## src/rtl/hazard_stall_ctrl_if.sv

```systemverilog
// Bundle between the pipeline registers and the stall/flush controller.
// The pipeline side (master) drives hazard status and the controller (slave) returns enables and flushes.
interface hazard_stall_ctrl_if #(
  parameter int CNT_W = 16
);
  logic [31:0]      if_id_instr;
  logic             id_ex_mem_read;
  logic [4:0]       id_ex_rd;
  logic             ex_mem_branch_taken;
  logic             dmem_req;
  logic             dmem_ready;
  logic             pc_write;
  logic             if_id_write;
  logic             id_ex_bubble;
  logic             if_id_flush;
  logic             id_ex_flush;
  logic             ex_mem_flush;
  logic             pipe_hold;
  logic             mem_timeout_err;
  logic [CNT_W-1:0] stall_count;
  logic [CNT_W-1:0] flush_count;

  modport master (
    output if_id_instr, id_ex_mem_read, id_ex_rd, ex_mem_branch_taken, dmem_req, dmem_ready,
    input  pc_write, if_id_write, id_ex_bubble, if_id_flush, id_ex_flush, ex_mem_flush,
           pipe_hold, mem_timeout_err, stall_count, flush_count
  );

  modport slave (
    input  if_id_instr, id_ex_mem_read, id_ex_rd, ex_mem_branch_taken, dmem_req, dmem_ready,
    output pc_write, if_id_write, id_ex_bubble, if_id_flush, id_ex_flush, ex_mem_flush,
           pipe_hold, mem_timeout_err, stall_count, flush_count
  );
endinterface

```

## src/rtl/hazard_stall_ctrl.sv

```systemverilog
// Stall/flush controller for the 5-stage RV32I pipeline: load-use bubbles, branch refill flushes,
// data-memory wait holds with a sticky timeout flag, and saturating stall/flush counters.
module hazard_stall_ctrl #(
  parameter int REFILL_CYCLES = 2,
  parameter int MEM_TIMEOUT   = 64,
  parameter int CNT_W         = 16
) (
  input logic               clk,
  input logic               rst,
  hazard_stall_ctrl_if.slave bus
);

  localparam int RW = $clog2(REFILL_CYCLES + 1);
  localparam int WW = $clog2(MEM_TIMEOUT + 1);
  localparam logic [RW-1:0] REFILL_INIT  = RW'(REFILL_CYCLES - 1);
  localparam logic [WW-1:0] TIMEOUT_VAL  = WW'(MEM_TIMEOUT);
  localparam logic          MULTI_REFILL = (REFILL_CYCLES > 1);

  localparam logic [6:0] OP_LUI    = 7'b0110111;
  localparam logic [6:0] OP_AUIPC  = 7'b0010111;
  localparam logic [6:0] OP_JAL    = 7'b1101111;
  localparam logic [6:0] OP_OP     = 7'b0110011;
  localparam logic [6:0] OP_STORE  = 7'b0100011;
  localparam logic [6:0] OP_BRANCH = 7'b1100011;

  typedef enum logic [1:0] {RUN, MEM_WAIT, REFILL} state_t;

  state_t           state_q, state_d;
  logic [RW-1:0]    refill_q, refill_d;
  logic [WW-1:0]    wait_q, wait_d;
  logic             saved_refill_q, saved_refill_d;
  logic             err_q, err_d;
  logic [CNT_W-1:0] stall_q, flush_q;
  logic             stall_inc, flush_inc;

  logic pc_write, if_id_write, id_ex_bubble, if_id_flush, id_ex_flush, ex_mem_flush, pipe_hold;

  logic [6:0] opcode;
  logic [4:0] rs1, rs2;
  logic       uses_rs1, uses_rs2, load_use, mem_stall, branch, in_refill;

  assign opcode    = bus.if_id_instr[6:0];
  assign rs1       = bus.if_id_instr[19:15];
  assign rs2       = bus.if_id_instr[24:20];
  assign uses_rs1  = !(opcode == OP_LUI || opcode == OP_AUIPC || opcode == OP_JAL);
  assign uses_rs2  = (opcode == OP_OP || opcode == OP_STORE || opcode == OP_BRANCH);
  assign load_use  = bus.id_ex_mem_read && (bus.id_ex_rd != 5'd0) &&
                     ((uses_rs1 && rs1 == bus.id_ex_rd) || (uses_rs2 && rs2 == bus.id_ex_rd));
  assign mem_stall = bus.dmem_req && !bus.dmem_ready;
  assign branch    = bus.ex_mem_branch_taken;
  // Leaving MEM_WAIT resumes whatever was interrupted, so refill is judged on the saved flag.
  assign in_refill = (state_q == REFILL) || (state_q == MEM_WAIT && saved_refill_q);

  always_comb begin
    pc_write       = 1'b0;
    if_id_write    = 1'b0;
    id_ex_bubble   = 1'b0;
    if_id_flush    = 1'b0;
    id_ex_flush    = 1'b0;
    ex_mem_flush   = 1'b0;
    pipe_hold      = 1'b0;
    state_d        = state_q;
    refill_d       = refill_q;
    wait_d         = '0;
    saved_refill_d = saved_refill_q;
    err_d          = err_q;
    stall_inc      = 1'b0;
    flush_inc      = 1'b0;

    if (mem_stall) begin
      pipe_hold = 1'b1;
      stall_inc = 1'b1;
      state_d   = MEM_WAIT;
      if (state_q != MEM_WAIT) saved_refill_d = (state_q == REFILL);
      wait_d = (wait_q == TIMEOUT_VAL) ? wait_q : wait_q + 1'b1;
      if (wait_q >= TIMEOUT_VAL - 1'b1) err_d = 1'b1;
    end else if (branch) begin
      pc_write     = 1'b1;
      if_id_write  = 1'b1;
      if_id_flush  = 1'b1;
      id_ex_flush  = 1'b1;
      ex_mem_flush = 1'b1;
      flush_inc    = 1'b1;
      state_d      = MULTI_REFILL ? REFILL : RUN;
      refill_d     = REFILL_INIT;
    end else if (in_refill) begin
      pc_write    = 1'b1;
      if_id_flush = 1'b1;
      refill_d    = refill_q - 1'b1;
      state_d     = (refill_q <= 1) ? RUN : REFILL;
    end else if (load_use) begin
      id_ex_bubble = 1'b1;
      stall_inc    = 1'b1;
      state_d      = RUN;
    end else begin
      pc_write    = 1'b1;
      if_id_write = 1'b1;
      state_d     = RUN;
    end

    if (rst) begin
      pc_write     = 1'b0;
      if_id_write  = 1'b0;
      id_ex_bubble = 1'b0;
      if_id_flush  = 1'b1;
      id_ex_flush  = 1'b1;
      ex_mem_flush = 1'b1;
      pipe_hold    = 1'b0;
    end
  end

  always_ff @(posedge clk) begin
    if (rst) begin
      state_q        <= RUN;
      refill_q       <= '0;
      wait_q         <= '0;
      saved_refill_q <= 1'b0;
      err_q          <= 1'b0;
      stall_q        <= '0;
      flush_q        <= '0;
    end else begin
      state_q        <= state_d;
      refill_q       <= refill_d;
      wait_q         <= wait_d;
      saved_refill_q <= saved_refill_d;
      err_q          <= err_d;
      if (stall_inc && stall_q != '1) stall_q <= stall_q + 1'b1;
      if (flush_inc && flush_q != '1) flush_q <= flush_q + 1'b1;
    end
  end

  assign bus.pc_write        = pc_write;
  assign bus.if_id_write     = if_id_write;
  assign bus.id_ex_bubble    = id_ex_bubble;
  assign bus.if_id_flush     = if_id_flush;
  assign bus.id_ex_flush     = id_ex_flush;
  assign bus.ex_mem_flush    = ex_mem_flush;
  assign bus.pipe_hold       = pipe_hold;
  assign bus.mem_timeout_err = err_q;
  assign bus.stall_count     = stall_q;
  assign bus.flush_count     = flush_q;

endmodule

```

## src/flat_wrapper.sv

```systemverilog
// flat-port wrapper written by rule: the top's interface ports become plain ports
module hazard_stall_ctrl_flat 
#(
  parameter int REFILL_CYCLES = 2,
  parameter int MEM_TIMEOUT   = 64,
  parameter int CNT_W         = 16
)
  (clk, rst, bus_if_id_instr, bus_id_ex_mem_read, bus_id_ex_rd, bus_ex_mem_branch_taken, bus_dmem_req, bus_dmem_ready, bus_pc_write, bus_if_id_write, bus_id_ex_bubble, bus_if_id_flush, bus_id_ex_flush, bus_ex_mem_flush, bus_pipe_hold, bus_mem_timeout_err, bus_stall_count, bus_flush_count);
  hazard_stall_ctrl_if #(.CNT_W(CNT_W)) bus_i ();
  input logic clk;
  input logic rst;
  input wire logic [$bits(bus_i.if_id_instr)-1:0] bus_if_id_instr;
  input wire logic [$bits(bus_i.id_ex_mem_read)-1:0] bus_id_ex_mem_read;
  input wire logic [$bits(bus_i.id_ex_rd)-1:0] bus_id_ex_rd;
  input wire logic [$bits(bus_i.ex_mem_branch_taken)-1:0] bus_ex_mem_branch_taken;
  input wire logic [$bits(bus_i.dmem_req)-1:0] bus_dmem_req;
  input wire logic [$bits(bus_i.dmem_ready)-1:0] bus_dmem_ready;
  output wire logic [$bits(bus_i.pc_write)-1:0] bus_pc_write;
  output wire logic [$bits(bus_i.if_id_write)-1:0] bus_if_id_write;
  output wire logic [$bits(bus_i.id_ex_bubble)-1:0] bus_id_ex_bubble;
  output wire logic [$bits(bus_i.if_id_flush)-1:0] bus_if_id_flush;
  output wire logic [$bits(bus_i.id_ex_flush)-1:0] bus_id_ex_flush;
  output wire logic [$bits(bus_i.ex_mem_flush)-1:0] bus_ex_mem_flush;
  output wire logic [$bits(bus_i.pipe_hold)-1:0] bus_pipe_hold;
  output wire logic [$bits(bus_i.mem_timeout_err)-1:0] bus_mem_timeout_err;
  output wire logic [$bits(bus_i.stall_count)-1:0] bus_stall_count;
  output wire logic [$bits(bus_i.flush_count)-1:0] bus_flush_count;
  assign bus_i.if_id_instr = bus_if_id_instr;
  assign bus_i.id_ex_mem_read = bus_id_ex_mem_read;
  assign bus_i.id_ex_rd = bus_id_ex_rd;
  assign bus_i.ex_mem_branch_taken = bus_ex_mem_branch_taken;
  assign bus_i.dmem_req = bus_dmem_req;
  assign bus_i.dmem_ready = bus_dmem_ready;
  assign bus_pc_write = bus_i.pc_write;
  assign bus_if_id_write = bus_i.if_id_write;
  assign bus_id_ex_bubble = bus_i.id_ex_bubble;
  assign bus_if_id_flush = bus_i.if_id_flush;
  assign bus_id_ex_flush = bus_i.id_ex_flush;
  assign bus_ex_mem_flush = bus_i.ex_mem_flush;
  assign bus_pipe_hold = bus_i.pipe_hold;
  assign bus_mem_timeout_err = bus_i.mem_timeout_err;
  assign bus_stall_count = bus_i.stall_count;
  assign bus_flush_count = bus_i.flush_count;
  hazard_stall_ctrl #(.REFILL_CYCLES(REFILL_CYCLES), .MEM_TIMEOUT(MEM_TIMEOUT), .CNT_W(CNT_W)) u_core (.clk(clk), .rst(rst), .bus(bus_i));
endmodule
```

## config.mk

```make
export PLATFORM = sky130hd
export DESIGN_NAME = hazard_stall_ctrl_flat
export DESIGN_NICKNAME = d
export VERILOG_FILES = /design/src/rtl/hazard_stall_ctrl_if.sv /design/src/rtl/hazard_stall_ctrl.sv /design/src/flat_wrapper.sv
export SDC_FILE = /design/constraint.sdc
export NUM_CORES = 1
export LEC_CHECK = 0
export ABC_CLOCK_PERIOD_IN_PS = 3320
export CAP_MARGIN = 5
export CORE_MARGIN = 1.5
export CORE_UTILIZATION = 39
export CTS_CLUSTER_DIAMETER = 150
export DETAILED_ROUTE_END_ITERATION = 10
export PLACE_DENSITY_LB_ADDON = 0.12
export SLEW_MARGIN = 20
export SYNTH_ARGS = -nofsm -noshare
export SYNTH_HDL_FRONTEND = slang
export SYNTH_SLANG_ARGS = --single-unit
```

## constraint.sdc

```tcl
create_clock -name clk -period 3.32 [get_ports clk]
set_input_delay 0.332 -clock clk [delete_from_list [all_inputs] [get_ports clk]]
set_output_delay 0.332 -clock clk [all_outputs]
set_load 0.01 [all_outputs]
```

==> flow_metrics.tcl <==
set metrics [dict create \
    status "completed" \
    synth_top_family_by_area "simple AND/OR/NAND/NOR gates" \
    cts.path.max_buffers 2 \
    seq_area_frac_synth_pct 34.80 \
    crit_fanout 5 \
    rows 29 \
    worst_hold_path_type "input pin to register" \
    arrival_ns 2.70 \
    synth-xor-area-share_pct 10.49 \
    final_max_slew_viol_count 0 \
    area_growth_syn_to_layout_pct 30.93 \
    dp_hpwl_um 4327 \
    yosysTopAreaCell "dfxtp_1" \
    cts_tree "done" \
    synth_area_um2 2589 \
    ys_warn_count 0 \
    drt_iter0_drc 78 \
    synth_common_cells "45 x dfxtp_1, 43 x nor2_1, 18 x xor2_1, 17 x nand3_1, 15 x nand2_1" \
    worstMarginPinSlew_ns 0.6741 \
    reg2reg_slack_ns 1.11 \
    cts_root_buf "clkbuf_8" \
    cts_htree_levels 2 \
    async_flop_share_pct 0 \
    synth-compound-area-share_pct 14.84 \
    wl_per_cell_um 13.78 \
    grt_usage_pct 16.65 \
    core-area_um2 6386 \
    antenna_left 0 \
    synth.most_common_cell "dfxtp_1" \
    antenna_found_initial 0 \
    netlist_instances 289 \
    clock-sinks 45 \
    drc 0 \
    wirelength_um 5924 \
    place.gp.congestion 0.8173 \
    viasPerCell 5.305 \
    cts_buffers 5 \
    syn_nets 337 \
    post-route-period-util_pct 91.26 \
    port_buffers 67 \
    setup_violations 0 \
    power.density_nw_per_um2 307.9 \
    num_vias 2281 \
    slew_headroom_pct 54.82 \
    maxCapViolations 0 \
    diodes 0 \
    fmax_mhz 330.0 \
    pre_cts_ws_ns 0.3022 \
    overflow 0 \
    cts_resized 0 \
    grt_pass1_wl_um 9749 \
    synth_mux_area_share_pct 4.737 \
    synthFlopType "dfxtp_1" \
    clock_latency_ns 0.29 \
    grt_setup_unrepaired "no" \
    fin_setup_tns_ns 0 \
    synth.area.top_cells "dfxtp_1 35%, nor2_1 6.2%, xor2_1 6.1%" \
    hold_viol_final 0 \
    die_w_um 84.47 \
    start_util_pct 40.54 \
    grt_max_degree 35 \
    clk_pin_slew_ns 0.08 \
    end_kind "primary output" \
    drive_gt1_share_pct 9.065 \
    syn_avg_cell_area_um2 8.958 \
    startpoint_type "input pin" \
    synth_fa_ha_area_share_pct 2.417 \
    die_y_um 84.47 \
    leakage_nw 1.131 \
    postCtsSetupBuffers 0 \
    ys_types 50 \
    drtPass1Iterations 6 \
    synth_top_area_share_pct 34.80 \
    cts_hold_buffers 0 \
    top_level_ports 83 \
    finalNetCount 401 \
    synthSimpleGateAreaFrac_pct 28.81 \
    ys_ff_latch 45 \
    grt_pass1_vias 2123 \
    synth_edf_count 0 \
    dieArea_um2 7135 \
    fin_crit_ns 3.030 \
    required_ns 2.99 \
    worst_slack_ns 0.2901 \
    critical_path_class "input pin to primary output" \
    ir_drop_mv 0.1894 \
    skew_ns 0.003201 \
]
[cell families (layout without fill, tap and decap cells)]
family | after synthesis | in the layout
muxes | 11 | 11
buffers and inverters | 20 | 84
AOI/OAI and AO/OA | 39 | 39
and+or+nand+nor | 138 | 138
xor gates and xnor gates | 31 | 31
DFF | 45 | 45
adders and majority gates | 5 | 5
[final cells by class]
| cell class | count | area, um2 |
|---|---|---|
| Timing Repair Buffer | 70 | 688.2 |
| Multi-Input combinational cell | 224 | 1592 |
| Inverter | 7 | 26.28 |
| Sequential cell | 45 | 900.9 |
| Fill cell | 636 | 2997 |
| Tap cell | 77 | 96.34 |
| Clock buffer | 7 | 86.33 |
[cell usage in the layout (no fill, tap or decap), types with 5 or more instances in the layout]
cell type,count
a21oi_1,12
clkbuf_8,6
clkdlybuf4s50_1,66
dfxtp_1,45
ha_1,5
inv_1,7
mux2_1,5
mux2_2,5
nand2_1,15
nand2b_1,5
nand3_1,17
nand4_1,11
nor2_1,43
nor2b_1,13
nor3_1,5
xnor2_1,13
xor2_1,18
[critical path, stage by stage]
cell and delay [ns]:
clkdlybuf4s50_1 0.54, xnor2_1 0.13, nand3_1 0.15, nor4_4 0.34, o21ai_2 0.17, nor4_1 0.41, clkdlybuf4s50_1 0.63
[power by group]
group / internal, mW / total (mW) / switching [mW]
clock: 0.165 / 0.341 / 0.176
combinational: 0.0720 / 0.148 / 0.0761
sequential: 0.546 / 0.554 / 0.00801
total: 0.784 / 1.04 / 0.260
[sequential cells by signal, indices dropped and copies added (netlist names)]
| register | count |
|---|---|
| u_core.bus.flush_count | 16 |
| u_core.bus.mem_timeout_err | 1 |
| u_core.wait_q | 7 |
| u_core.refill_q | 2 |
| u_core.state_q | 2 |
| u_core.bus.stall_count | 16 |
| u_core.saved_refill_q | 1 |
[worst paths after layout]
| path | from | end | cells past startpoint |
|---|---|---|---|
| max reg2reg | u_core.bus.stall_count[0]$_SDFFE_PP0P_ | u_core.bus.stall_count[2]$_SDFFE_PP0P_ | 7 |
| min | rst | u_core.bus.flush_count[5]$_SDFFE_PP0P_ | 2 |
| min reg2reg | u_core.bus.mem_timeout_err$_SDFFE_PP0P_ | u_core.bus.mem_timeout_err$_SDFFE_PP0P_ | 2 |
| max | bus_id_ex_rd[0] | bus_id_ex_bubble | 7 |
[per-stage QoR]
stage / util, % / instances / power, mW / hold slack (ns) / area [um2]
6_report: 53.08 / 430 / 1.044 / 0.4391 / 3390
5_1_grt: 53.08 / 430 / 1.095 / 0.4461 / 3390
4_1_cts: 53.00 / 430 / 1.058 / 0.4357 / 3385
3_5_place_dp: 51.65 / 423 / 0.7157 / 0.4555 / 3298
3_3_place_gp: 51.65 / 423 / 0.7122 / 0.4517 / 3298
2_1_floorplan: - / 289 / 0.6518 / 0.4441 / 2589
[per-layer routing]
layer	track usage, %	vias to the layer above	part of all wire [%]
met5	0	-	0
met4	5.279	0	1.6
met3	3.343	13	5.5
met2	27.13	63	44
met1	22.25	1057	49
li1	-	1148	-
No activity file was read; power rests on OpenSTA's default activity.
